===== src/rtl/ws281x_pkg.sv =====
// Shared types and defaults for the WS281x line encoder family.
package ws281x_pkg;

  typedef enum logic [1:0] {
    IDLE,
    HIGH,
    LOW,
    RSTC
  } ws_state_t;

  localparam int WS_PRESCALE_DEF  = 2;
  localparam int WS_CNT_WIDTH_DEF = 8;
  localparam int WS_RST_WIDTH_DEF = 16;

  typedef logic [WS_CNT_WIDTH_DEF-1:0] ws_cnt_t;
  typedef logic [WS_RST_WIDTH_DEF-1:0] ws_rst_cnt_t;

endpackage


===== src/rtl/ws281x_tick.sv =====
// Timing-unit prescaler: pulses tick_o once every PRESCALE clocks, restartable via clr_i.
module ws281x_tick
  import ws281x_pkg::*;
#(
  parameter int PRESCALE = WS_PRESCALE_DEF
) (
  input  logic clk_i,
  input  logic rst_i,
  input  logic clr_i,
  output logic tick_o
);

  localparam int PW = (PRESCALE > 1) ? $clog2(PRESCALE) : 1;
  localparam logic [PW-1:0] PRE_LAST = PW'(PRESCALE - 1);

  logic [PW-1:0] pre_q, pre_d;

  always_comb begin
    tick_o = (pre_q == PRE_LAST);
    pre_d  = pre_q + 1'b1;
    if (clr_i || tick_o) pre_d = '0;
  end

  always_ff @(posedge clk_i or posedge rst_i) begin
    if (rst_i) pre_q <= '0;
    else       pre_q <= pre_d;
  end

endmodule


===== src/rtl/ws281x_bit_enc.sv =====
// WS281x single-lane encoder: turns data-bit / reset-code symbols into the serial LED waveform.
module ws281x_bit_enc
  import ws281x_pkg::*;
#(
  parameter int CNT_WIDTH = WS_CNT_WIDTH_DEF,
  parameter int RST_WIDTH = WS_RST_WIDTH_DEF,
  parameter int PRESCALE  = WS_PRESCALE_DEF
) (
  input  logic                 clk_i,
  input  logic                 rst_i,
  input  logic                 bit_vld_i,
  output logic                 bit_rdy_o,
  input  logic                 bit_data_i,
  input  logic                 bit_rst_i,
  input  logic [CNT_WIDTH-1:0] t0h_cnt_i,
  input  logic [CNT_WIDTH-1:0] t0s_cnt_i,
  input  logic [CNT_WIDTH-1:0] t1h_cnt_i,
  input  logic [CNT_WIDTH-1:0] t1s_cnt_i,
  input  logic [RST_WIDTH-1:0] trst_cnt_i,
  output logic [CNT_WIDTH-1:0] tim_cnt_o,
  output logic                 busy_o,
  output logic                 ws_o
);

  // Wide enough for th_eff+1 at full CNT_WIDTH and for the longest reset code.
  localparam int PW = (CNT_WIDTH + 1 > RST_WIDTH) ? CNT_WIDTH + 1 : RST_WIDTH;

  ws_state_t     state_q, state_d;
  logic [PW-1:0] per_q, per_d;
  logic [PW-1:0] th_q, th_d;
  logic [PW-1:0] len_q, len_d;
  logic          ws_q, ws_d;

  logic          tick;
  logic          accept;
  logic          last_unit;
  logic [PW-1:0] per_inc;
  logic [PW-1:0] th_sel, ts_sel;
  logic [PW-1:0] th_eff, ts_eff, trst_eff;

  ws281x_tick #(
    .PRESCALE(PRESCALE)
  ) u_tick (
    .clk_i (clk_i),
    .rst_i (rst_i),
    .clr_i (accept),
    .tick_o(tick)
  );

  always_comb begin
    th_sel   = bit_data_i ? PW'(t1h_cnt_i) : PW'(t0h_cnt_i);
    ts_sel   = bit_data_i ? PW'(t1s_cnt_i) : PW'(t0s_cnt_i);
    th_eff   = (th_sel == '0) ? PW'(1) : th_sel;
    ts_eff   = (ts_sel > th_eff) ? ts_sel : th_eff + PW'(1);
    trst_eff = (trst_cnt_i == '0) ? PW'(1) : PW'(trst_cnt_i);

    per_inc   = per_q + PW'(1);
    last_unit = tick && (per_inc == len_q);
    bit_rdy_o = (state_q == IDLE) ||
                (((state_q == LOW) || (state_q == RSTC)) && last_unit);
    accept    = bit_vld_i && bit_rdy_o;

    state_d = state_q;
    per_d   = per_q;
    th_d    = th_q;
    len_d   = len_q;

    if (tick && (state_q != IDLE)) per_d = per_inc;

    case (state_q)
      HIGH:      if (tick && (per_inc == th_q)) state_d = LOW;
      LOW, RSTC: if (last_unit) state_d = IDLE;
      default:   state_d = state_q;
    endcase

    // Acceptance overrides the end-of-symbol transition so back-to-back symbols have no gap.
    if (accept) begin
      per_d = '0;
      if (bit_rst_i) begin
        state_d = RSTC;
        th_d    = PW'(1);
        len_d   = trst_eff;
      end else begin
        state_d = HIGH;
        th_d    = th_eff;
        len_d   = ts_eff;
      end
    end

    ws_d = (state_d == HIGH);
  end

  always_ff @(posedge clk_i or posedge rst_i) begin
    if (rst_i) begin
      state_q <= IDLE;
      per_q   <= '0;
      th_q    <= '0;
      len_q   <= '0;
      ws_q    <= 1'b0;
    end else begin
      state_q <= state_d;
      per_q   <= per_d;
      th_q    <= th_d;
      len_q   <= len_d;
      ws_q    <= ws_d;
    end
  end

  assign ws_o      = ws_q;
  assign busy_o    = (state_q != IDLE);
  assign tim_cnt_o = ((state_q == HIGH) || (state_q == LOW)) ? len_q[CNT_WIDTH-1:0] : '0;

endmodule


===== config.mk =====
export PLATFORM = sky130hd
export DESIGN_NAME = ws281x_bit_enc
export DESIGN_NICKNAME = d
export VERILOG_FILES = /design/src/rtl/ws281x_pkg.sv /design/src/rtl/ws281x_tick.sv /design/src/rtl/ws281x_bit_enc.sv
export SDC_FILE = /design/constraint.sdc
export NUM_CORES = 1
export LEC_CHECK = 0
export CORE_UTILIZATION = 55
export DETAILED_ROUTE_END_ITERATION = 8
export GPL_TIMING_DRIVEN = 0
export PLACE_DENSITY_LB_ADDON = 0.15
export RECOVER_POWER = 25
export SETUP_SLACK_MARGIN = 0.4
export SLEW_MARGIN = 20
export SYNTH_ARGS = -nofsm -noshare
export SYNTH_HDL_FRONTEND = slang
export SYNTH_SLANG_ARGS = --single-unit

===== constraint.sdc =====
create_clock -name clk_i -period 5.6 [get_ports clk_i]
set_input_delay 1.12 -clock clk_i [delete_from_list [all_inputs] [get_ports clk_i]]
set_output_delay 1.12 -clock clk_i [all_outputs]
set_load 0.02 [all_outputs]

==> implementation parameters, run 1 <==
Parameter                              Value

Placed design
  Worst setup slack before clock tree synthesis ... 0.548 ns
  Placed standard-cell area ... 0.00426 mm²
  Gp weighted congestion ... ~0.93
  Number of cells after detailed placement ... 537
  IO buf count ... a little over 60
  Placed wire-length estimate ... 7340 µm

STA
  Final setup violation count ... 0
  WHS ... 0.443 ns
  Number of pins exceeding their max-slew limit in the final report ... 32
  Shortest period the worst path allows ... 4.78 ns
  Final setup margin ... 0.816 ns
  Achievable frequency ... 0.209 GHz
  Hold Violations, Final ... 0
  Setup Skew ... 0.0179 ns
  Slew headroom ... -10.7%
  Sum Neg Setup Slack ... 0 ns
  Actual slew at the worst max-slew pin ... 1.66 ns
  Unrepaired setup endpoints after global routing ... false
  Final clock period utilization by the worst path ... 85.4%

Clock network
  Latest clock arrival within the worst-skew pair ... roughly 0.31 ns
  CTS tree ... done
  Num Clock Sinks ... 44
  Clock transition at path regs ... 0.10 ns
  Num CTS Buffers ... 5
  CTS Hold Bufs ... 0
  Level count of the clock H-tree ... 2
  Total of cells resized after clock tree synthesis ... 0
  Root Buffer Master ... sky130_fd_sc_hd__clkbuf_8
  Clk buf depth ... 2
  Post-CTS Setup Repair Bufs ... 0

Status
  Violations in the final reports ... max-capacitance violations, max-slew violations
  Result of the run ... complete, but fails checks

Setup path
  CP max FO ... 10
  Crit path kind ... input port to register
  Startpoint types ... input port
  Critical Path Sink Type ... register
  Worst EP required ... 5.77 ns
  Arr. time, crit path ... 4.95 ns

Synthesis
  Number of cells produced by synthesis ... 399
  Synthesized cell area ... between 0.003 and 0.004 mm²
  Yosys warning count ... 0
  Number of synthesized flops with an enable pin ... 0
  Number of nets in the synthesized netlist ... approximately 470
  Primary FF master, synth ... sky130_fd_sc_hd__dfrtp_1
  Distinct cells, synth ... between 50 and 60
  Most repeated cell in the gate-level netlist after synthesis ... sky130_fd_sc_hd__dfrtp_1
  Share of async-settable or async-resettable flops after synthesis ... 100%
  Biggest area consumer among synthesized cells ... sky130_fd_sc_hd__dfrtp_1
  Main area contributors after synthesis ... sky130_fd_sc_hd__dfrtp_1 (31%), sky130_fd_sc_hd__xnor2_1 (7.0%), sky130_fd_sc_hd__xor2_1 (5.2%), sky130_fd_sc_hd__mux2i_1 (4.8%), sky130_fd_sc_hd__ha_1 (4.6%)
  Proportion of netlist area held by the largest area contributor ... 31.3%
  Mean post-synth cell area ... 8.83 µm²
  Top cells by instance count after synthesis ... sky130_fd_sc_hd__dfrtp_1 (44), sky130_fd_sc_hd__nor2_1 (39), sky130_fd_sc_hd__xnor2_1 (28)
  Sequential-to-total area share from yosys stat ... 31.3%
  Flip-flop and latch count after synthesis ... 44

Routing
  Residual DRC count ... 0
  Number of DRC markers in iteration 0 ... 199
  Total routed wirelength ... 9190 µm
  Count of antenna-violating nets left after detailed routing ... 0
  Number of vias per cell after detailed routing ... 5.93
  Number of search-and-repair iterations in the first detailed-routing pass ... 5
  Number of vias in the routed layout ... roughly 3200
  Routed wirelength normalized by instance count ... between 15 and 20 µm

Floorplan
  Number of ports placed on the die boundary ... 64
  Die outline width ... 82.0 µm
  Starting density of the core ... 58.1%
  Vertical die dimension ... 82.0 µm
  Std-Cell Rows ... 28
  Die area ... 0.00673 mm²
  Core area ... 0.00606 mm²

Final layout
  Signed area change from the synthesized netlist to the final layout ... 23.2%
  Final Net Count ... 535
  Area used by multi-input combinational logic ... 0.00222 mm²
  Antenna diode count ... 0
  Post-Layout Inst Area ... ~0.0043 mm²
  Count of filler cells inserted in the layout ... 485
  Post-layout util ... 71.6%
  Combined flip-flop and latch cell area ... 0.00110 mm²
  Final non-filler cell total ... 545
  Share of layout cells above drive strength 1 ... 8.94%

Global route
  Wire length of the first global-routing pass ... 15000 µm
  Vias in the first global route ... approximately 3100
  Global route overflow ... 0
  Antenna violations before repair ... 0
  Overall global routing resource usage ... between 20% and 30%
  Pin count of the biggest net entering global routing ... 32

Power
  Internal cell power ... 0.482 mW
  Total power divided by cell area ... roughly 150 mW/mm²
  NetSw ... roughly 0.17 mW
  Power, Total ... 0.656 mW
  Clock power frac ... between 30% and 40%
  Switching power share of the total ... 26.5%
  Leakage ... 1.83 nW
  Sequential share of power ... 48.4%
  Worst IR Drop VDD ... 0.111 mV
  Part of the power in combinational logic ... 18.7%

Job
  Number of max-cap violations ... 1

Hold path
  HP Class ... register to register
## cell usage in the layout, fill, tap and decap left out, types with 3 or more instances in the layout
cell type | netlist | routed
sky130_fd_sc_hd__clkdlybuf4s50_1 | 0 | 61
sky130_fd_sc_hd__clkbuf_8 | 0 | 6
sky130_fd_sc_hd__a211oi_1 | 4 | 4
sky130_fd_sc_hd__clkbuf_1 | 7 | 8
sky130_fd_sc_hd__xor2_1 | 21 | 21
sky130_fd_sc_hd__o211ai_1 | 7 | 7
sky130_fd_sc_hd__inv_1 | 20 | 20
sky130_fd_sc_hd__buf_2 | 8 | 8
sky130_fd_sc_hd__nand2_1 | 24 | 24
sky130_fd_sc_hd__o21ai_0 | 16 | 16
sky130_fd_sc_hd__a21oi_1 | 11 | 11
sky130_fd_sc_hd__nor2_1 | 39 | 39
sky130_fd_sc_hd__nand3_1 | 21 | 21
sky130_fd_sc_hd__mux2i_1 | 17 | 17
sky130_fd_sc_hd__nor3_1 | 9 | 9
sky130_fd_sc_hd__and4_1 | 3 | 3
sky130_fd_sc_hd__xnor2_1 | 28 | 28
sky130_fd_sc_hd__buf_4 | 5 | 5
sky130_fd_sc_hd__mux2_2 | 11 | 11
sky130_fd_sc_hd__nand4_1 | 6 | 6
sky130_fd_sc_hd__a31oi_1 | 4 | 4
sky130_fd_sc_hd__nand2b_1 | 4 | 4
sky130_fd_sc_hd__o21a_1 | 9 | 9
sky130_fd_sc_hd__buf_1 | 3 | 3
sky130_fd_sc_hd__mux2_1 | 5 | 5
sky130_fd_sc_hd__and2_1 | 9 | 9
sky130_fd_sc_hd__ha_1 | 13 | 13
sky130_fd_sc_hd__nor4_1 | 8 | 8
sky130_fd_sc_hd__nor4b_1 | 3 | 3
sky130_fd_sc_hd__dfrtp_1 | 44 | 44
## layout make-up
| cell class | instances | share of cell area (%) |
|---|---|---|
| clock inverter | 2 | 0.346 |
| timing repair buffer | 63 | 14.4 |
| tap | 75 | 2.16 |
| inverter | 21 | 1.82 |
| multi-input combinational | 310 | 51.1 |
| buffer | 24 | 2.91 |
| clock buffer | 6 | 1.90 |
| sequential | 44 | 25.4 |
## state kept, by name, summed over array words and instances (netlist names)
register	flops
state_q	2
u_tick.tick_o	1
len_q	16
per_q	16
th_q	8
ws_o	1
## kinds of logic (layout without fill, tap and decap cells)
kind of cell	Yosys count	after routing	synth area share, %
xor gates and xnor gates	49	49	12.2
AOI/OAI and AO/OA	73	73	14.6
DFF	44	44	31.3
and+or+nand+nor	142	142	21.5
muxes	33	33	9.95
adders and majority gates	13	13	4.62
buffers and inverters	45	116	5.83
## power by group through the flow
stage               clock network, mW  logic (mW)  registers [mW]
finish                          0.216       0.123           0.317
global route                    0.230       0.134           0.317
CTS                             0.216       0.124           0.317
detailed placement                  0       0.124           0.324
global placement                    0       0.119           0.324
floorplan                           0      0.0672           0.324
## worst max-delay path: stages
cell	delay, ns
sky130_fd_sc_hd__buf_2	0.19
sky130_fd_sc_hd__buf_1	0.47
sky130_fd_sc_hd__mux2i_1	0.57
sky130_fd_sc_hd__nand3_1	0.18
sky130_fd_sc_hd__o21ai_0	0.45
sky130_fd_sc_hd__ha_1	0.32
sky130_fd_sc_hd__nand3_1	0.07
sky130_fd_sc_hd__nor3_1	0.04
sky130_fd_sc_hd__a21o_1	0.15
sky130_fd_sc_hd__a31oi_1	0.14
sky130_fd_sc_hd__buf_1	0.50
sky130_fd_sc_hd__mux2_2	0.40
sky130_fd_sc_hd__a22oi_1	0.23
sky130_fd_sc_hd__a21oi_1	0.12
## metal layers
layer / global-route usage [%] / vias to the layer above / part of all wire (%)
met5: 0 / - / 0
met4: 8.42 / 0 / 1.8
met3: 4.56 / 14 / 4.9
met2: 51.0 / 109 / 48
met1: 38.1 / 1550 / 45
li1: - / 1557 / -
## final timing paths
kind	startpoint	to	slack, ns	depth (start not counted)
max reg2reg	per_q[1]	th_q[5]	2.11	9
max in group asynchronous	rst_i	len_q[3]	2.40	3
min in group asynchronous	rst_i	per_q[3]	1.27	2
max	bit_data_i	len_q[5]	0.82	14
min reg2reg	u_tick.tick_o	u_tick.tick_o	0.44	1
min	u_tick.tick_o	u_tick.tick_o	0.44	1
(Power assumes the default switching activity.)
==> inputs of run 2 (changes only) <==
--- a/config.mk
+++ b/config.mk
@@ -11,7 +11,6 @@
 export PLACE_DENSITY_LB_ADDON = 0.15
 export RECOVER_POWER = 25
 export SETUP_SLACK_MARGIN = 0.4
-export SLEW_MARGIN = 20
 export SYNTH_ARGS = -nofsm -noshare
 export SYNTH_HDL_FRONTEND = slang
 export SYNTH_SLANG_ARGS = --single-unit
==> implementation parameters, run 2 (synthesis results as in run 1) <==
Parameter                              Value

Clock network
  Level count of the clock H-tree ... 2
  CTS tree ... done
  Latest clock arrival within the worst-skew pair ... 0.30 ns
  Num CTS Buffers ... 5
  Num Clock Sinks ... 44
  Total of cells resized after clock tree synthesis ... 0
  Clock transition at path regs ... ~0.09 ns
  CTS Hold Bufs ... 0
  Root Buffer Master ... sky130_fd_sc_hd__clkbuf_8
  Post-CTS Setup Repair Bufs ... 0
  Clk buf depth ... 2

Routing
  Count of antenna-violating nets left after detailed routing ... 0
  Routed wirelength normalized by instance count ... 16.6 µm
  Residual DRC count ... 0
  Number of search-and-repair iterations in the first detailed-routing pass ... 4
  Total routed wirelength ... a little over 9000 µm
  Number of DRC markers in iteration 0 ... 182
  Number of vias per cell after detailed routing ... 5.93
  Number of vias in the routed layout ... 3231

STA
  Number of pins exceeding their max-slew limit in the final report ... 45
  Slew headroom ... -56.1%
  Hold Violations, Final ... 0
  Final setup violation count ... 0
  Shortest period the worst path allows ... 4.75 ns
  Achievable frequency ... 0.211 GHz
  Setup Skew ... 0.0131 ns
  Unrepaired setup endpoints after global routing ... false
  Actual slew at the worst max-slew pin ... 2.34 ns
  Final clock period utilization by the worst path ... between 80 and 90%
  Sum Neg Setup Slack ... 0 ns

Floorplan
  Die area ... 0.00673 mm²
  Core area ... 0.00606 mm²
  Die outline width ... 82.0 µm
  Number of ports placed on the die boundary ... 64
  Vertical die dimension ... 82.0 µm
  Std-Cell Rows ... 28
  Starting density of the core ... 58.1%

Power
  Power, Total ... 0.654 mW
  Worst IR Drop VDD ... 0.104 mV
  Leakage ... around 1.8 nW
  Total power divided by cell area ... 151 mW/mm²

Global route
  Wire length of the first global-routing pass ... 15000 µm
  Vias in the first global route ... 3097
  Pin count of the biggest net entering global routing ... 45
  Overall global routing resource usage ... between 20% and 30%
  Antenna violations before repair ... 0
  Global route overflow ... 0

Setup path
  Register-to-Register Path Depth ... 9
  Worst EP required ... 5.77 ns
  Arr. time, crit path ... 4.91 ns
  Startpoint types ... input port
  CP max FO ... 10
  Critical Path Sink Type ... register
  Crit path kind ... input port to register

Final layout
  Combined flip-flop and latch cell area ... 0.00110 mm²
  Leading cell types in the layout, fill and taps excluded ... sky130_fd_sc_hd__clkdlybuf4s50_1 (61), sky130_fd_sc_hd__dfrtp_1 (44), sky130_fd_sc_hd__nor2_1 (39), sky130_fd_sc_hd__xnor2_1 (28), sky130_fd_sc_hd__nand2_1 (24)
  Most common library cell in the layout ignoring fill and taps ... sky130_fd_sc_hd__clkdlybuf4s50_1
  Count of filler cells inserted in the layout ... 488
  Area used by multi-input combinational logic ... approximately 0.0022 mm²
  Final Net Count ... 535
  Share of layout cells above drive strength 1 ... 8.94%
  Antenna diode count ... 0
  Top Registers ... len_q x16, per_q x16, th_q x8
  Signed area change from the synthesized netlist to the final layout ... 23.2%
  Final non-filler cell total ... 545

Status
  Result of the run ... complete, but fails checks
  Violations in the final reports ... max-capacitance violations, max-slew violations

Hold path
  HP Class ... register to register
  Hold depth ... 1

Placed design
  Gp weighted congestion ... 0.926
  Placed wire-length estimate ... slightly above 7000 µm
  IO buf count ... 62
  Number of cells after detailed placement ... between 500 and 600

Job
  Number of max-cap violations ... 1
==> run 2: cell types whose count changed in the layout (fill, tap and decap cells not counted) <==
cell                       previous run  this run
sky130_fd_sc_hd__inv_1               20        19
sky130_fd_sc_hd__clkinv_1             0         1
==> run 2: area by class of cell <==
| class | count | share of cell area (%) |
|---|---|---|
| Inverter | 21 | 1.82 |
| Buffer | 24 | 2.91 |
| Sequential cell | 44 | 25.4 |
| Clock buffer | 6 | 1.90 |
| Timing Repair Buffer | 63 | 14.4 |
| Multi-Input combinational cell | 310 | 51.1 |
| Clock inverter | 2 | 0.346 |
| Tap cell | 75 | 2.16 |
==> run 2: worst paths after layout <==
kind                          startpoint            end  slack [ns]
max                           bit_data_i       len_q[5]        0.85
min                        u_tick.tick_o  u_tick.tick_o        0.43
max reg2reg                     per_q[1]        th_q[5]        2.17
min reg2reg                u_tick.tick_o  u_tick.tick_o        0.43
max in group asynchronous          rst_i       len_q[2]        2.14
min in group asynchronous          rst_i       per_q[1]        2.11
==> run 2: worst max-delay path, stage by stage <==
cell and delay (ns):
sky130_fd_sc_hd__buf_2 0.19, sky130_fd_sc_hd__buf_1 0.47, sky130_fd_sc_hd__mux2i_1 0.56, sky130_fd_sc_hd__nand3_1 0.16, sky130_fd_sc_hd__o21ai_0 0.45, sky130_fd_sc_hd__ha_1 0.32
sky130_fd_sc_hd__nand3_1 0.07, sky130_fd_sc_hd__nor3_1 0.05, sky130_fd_sc_hd__a21o_1 0.15, sky130_fd_sc_hd__a31oi_1 0.14, sky130_fd_sc_hd__buf_1 0.49, sky130_fd_sc_hd__mux2_2 0.40
sky130_fd_sc_hd__a22oi_1 0.22, sky130_fd_sc_hd__a21oi_1 0.11
==> run 2: power by group <==
part / switching (mW) / total, mW / leakage [nW] / internal [mW]
Combinational: 0.0574 / 0.122 / 1.23 / 0.0649
Clock: 0.114 / 0.214 / 0.0434 / 0.100
Sequential: 0 / 0.317 / 0.553 / 0.317
==> run 2: per-layer routing <==
layer	wire length, µm	part of all wire, %	track usage (%)
met1	4100	45	38.8
met2	4320	48	49.0
met3	425	4.7	4.33
met4	205	2.3	10.5
met5	0	0	0
==> run 2: through the flow <==
stage                     setup WS, ns  hold WS, ns  utilization (%)  cell area [µm²]
after floorplan                   1.33        0.403                -             3520
after global placement           0.653        0.416             69.9             4240
after detailed placement         0.564        0.424             70.2             4260
after CTS                        0.876        0.436             71.8             4350
after global routing             0.567        0.487             71.6             4340
final                            0.855        0.431             71.6             4340
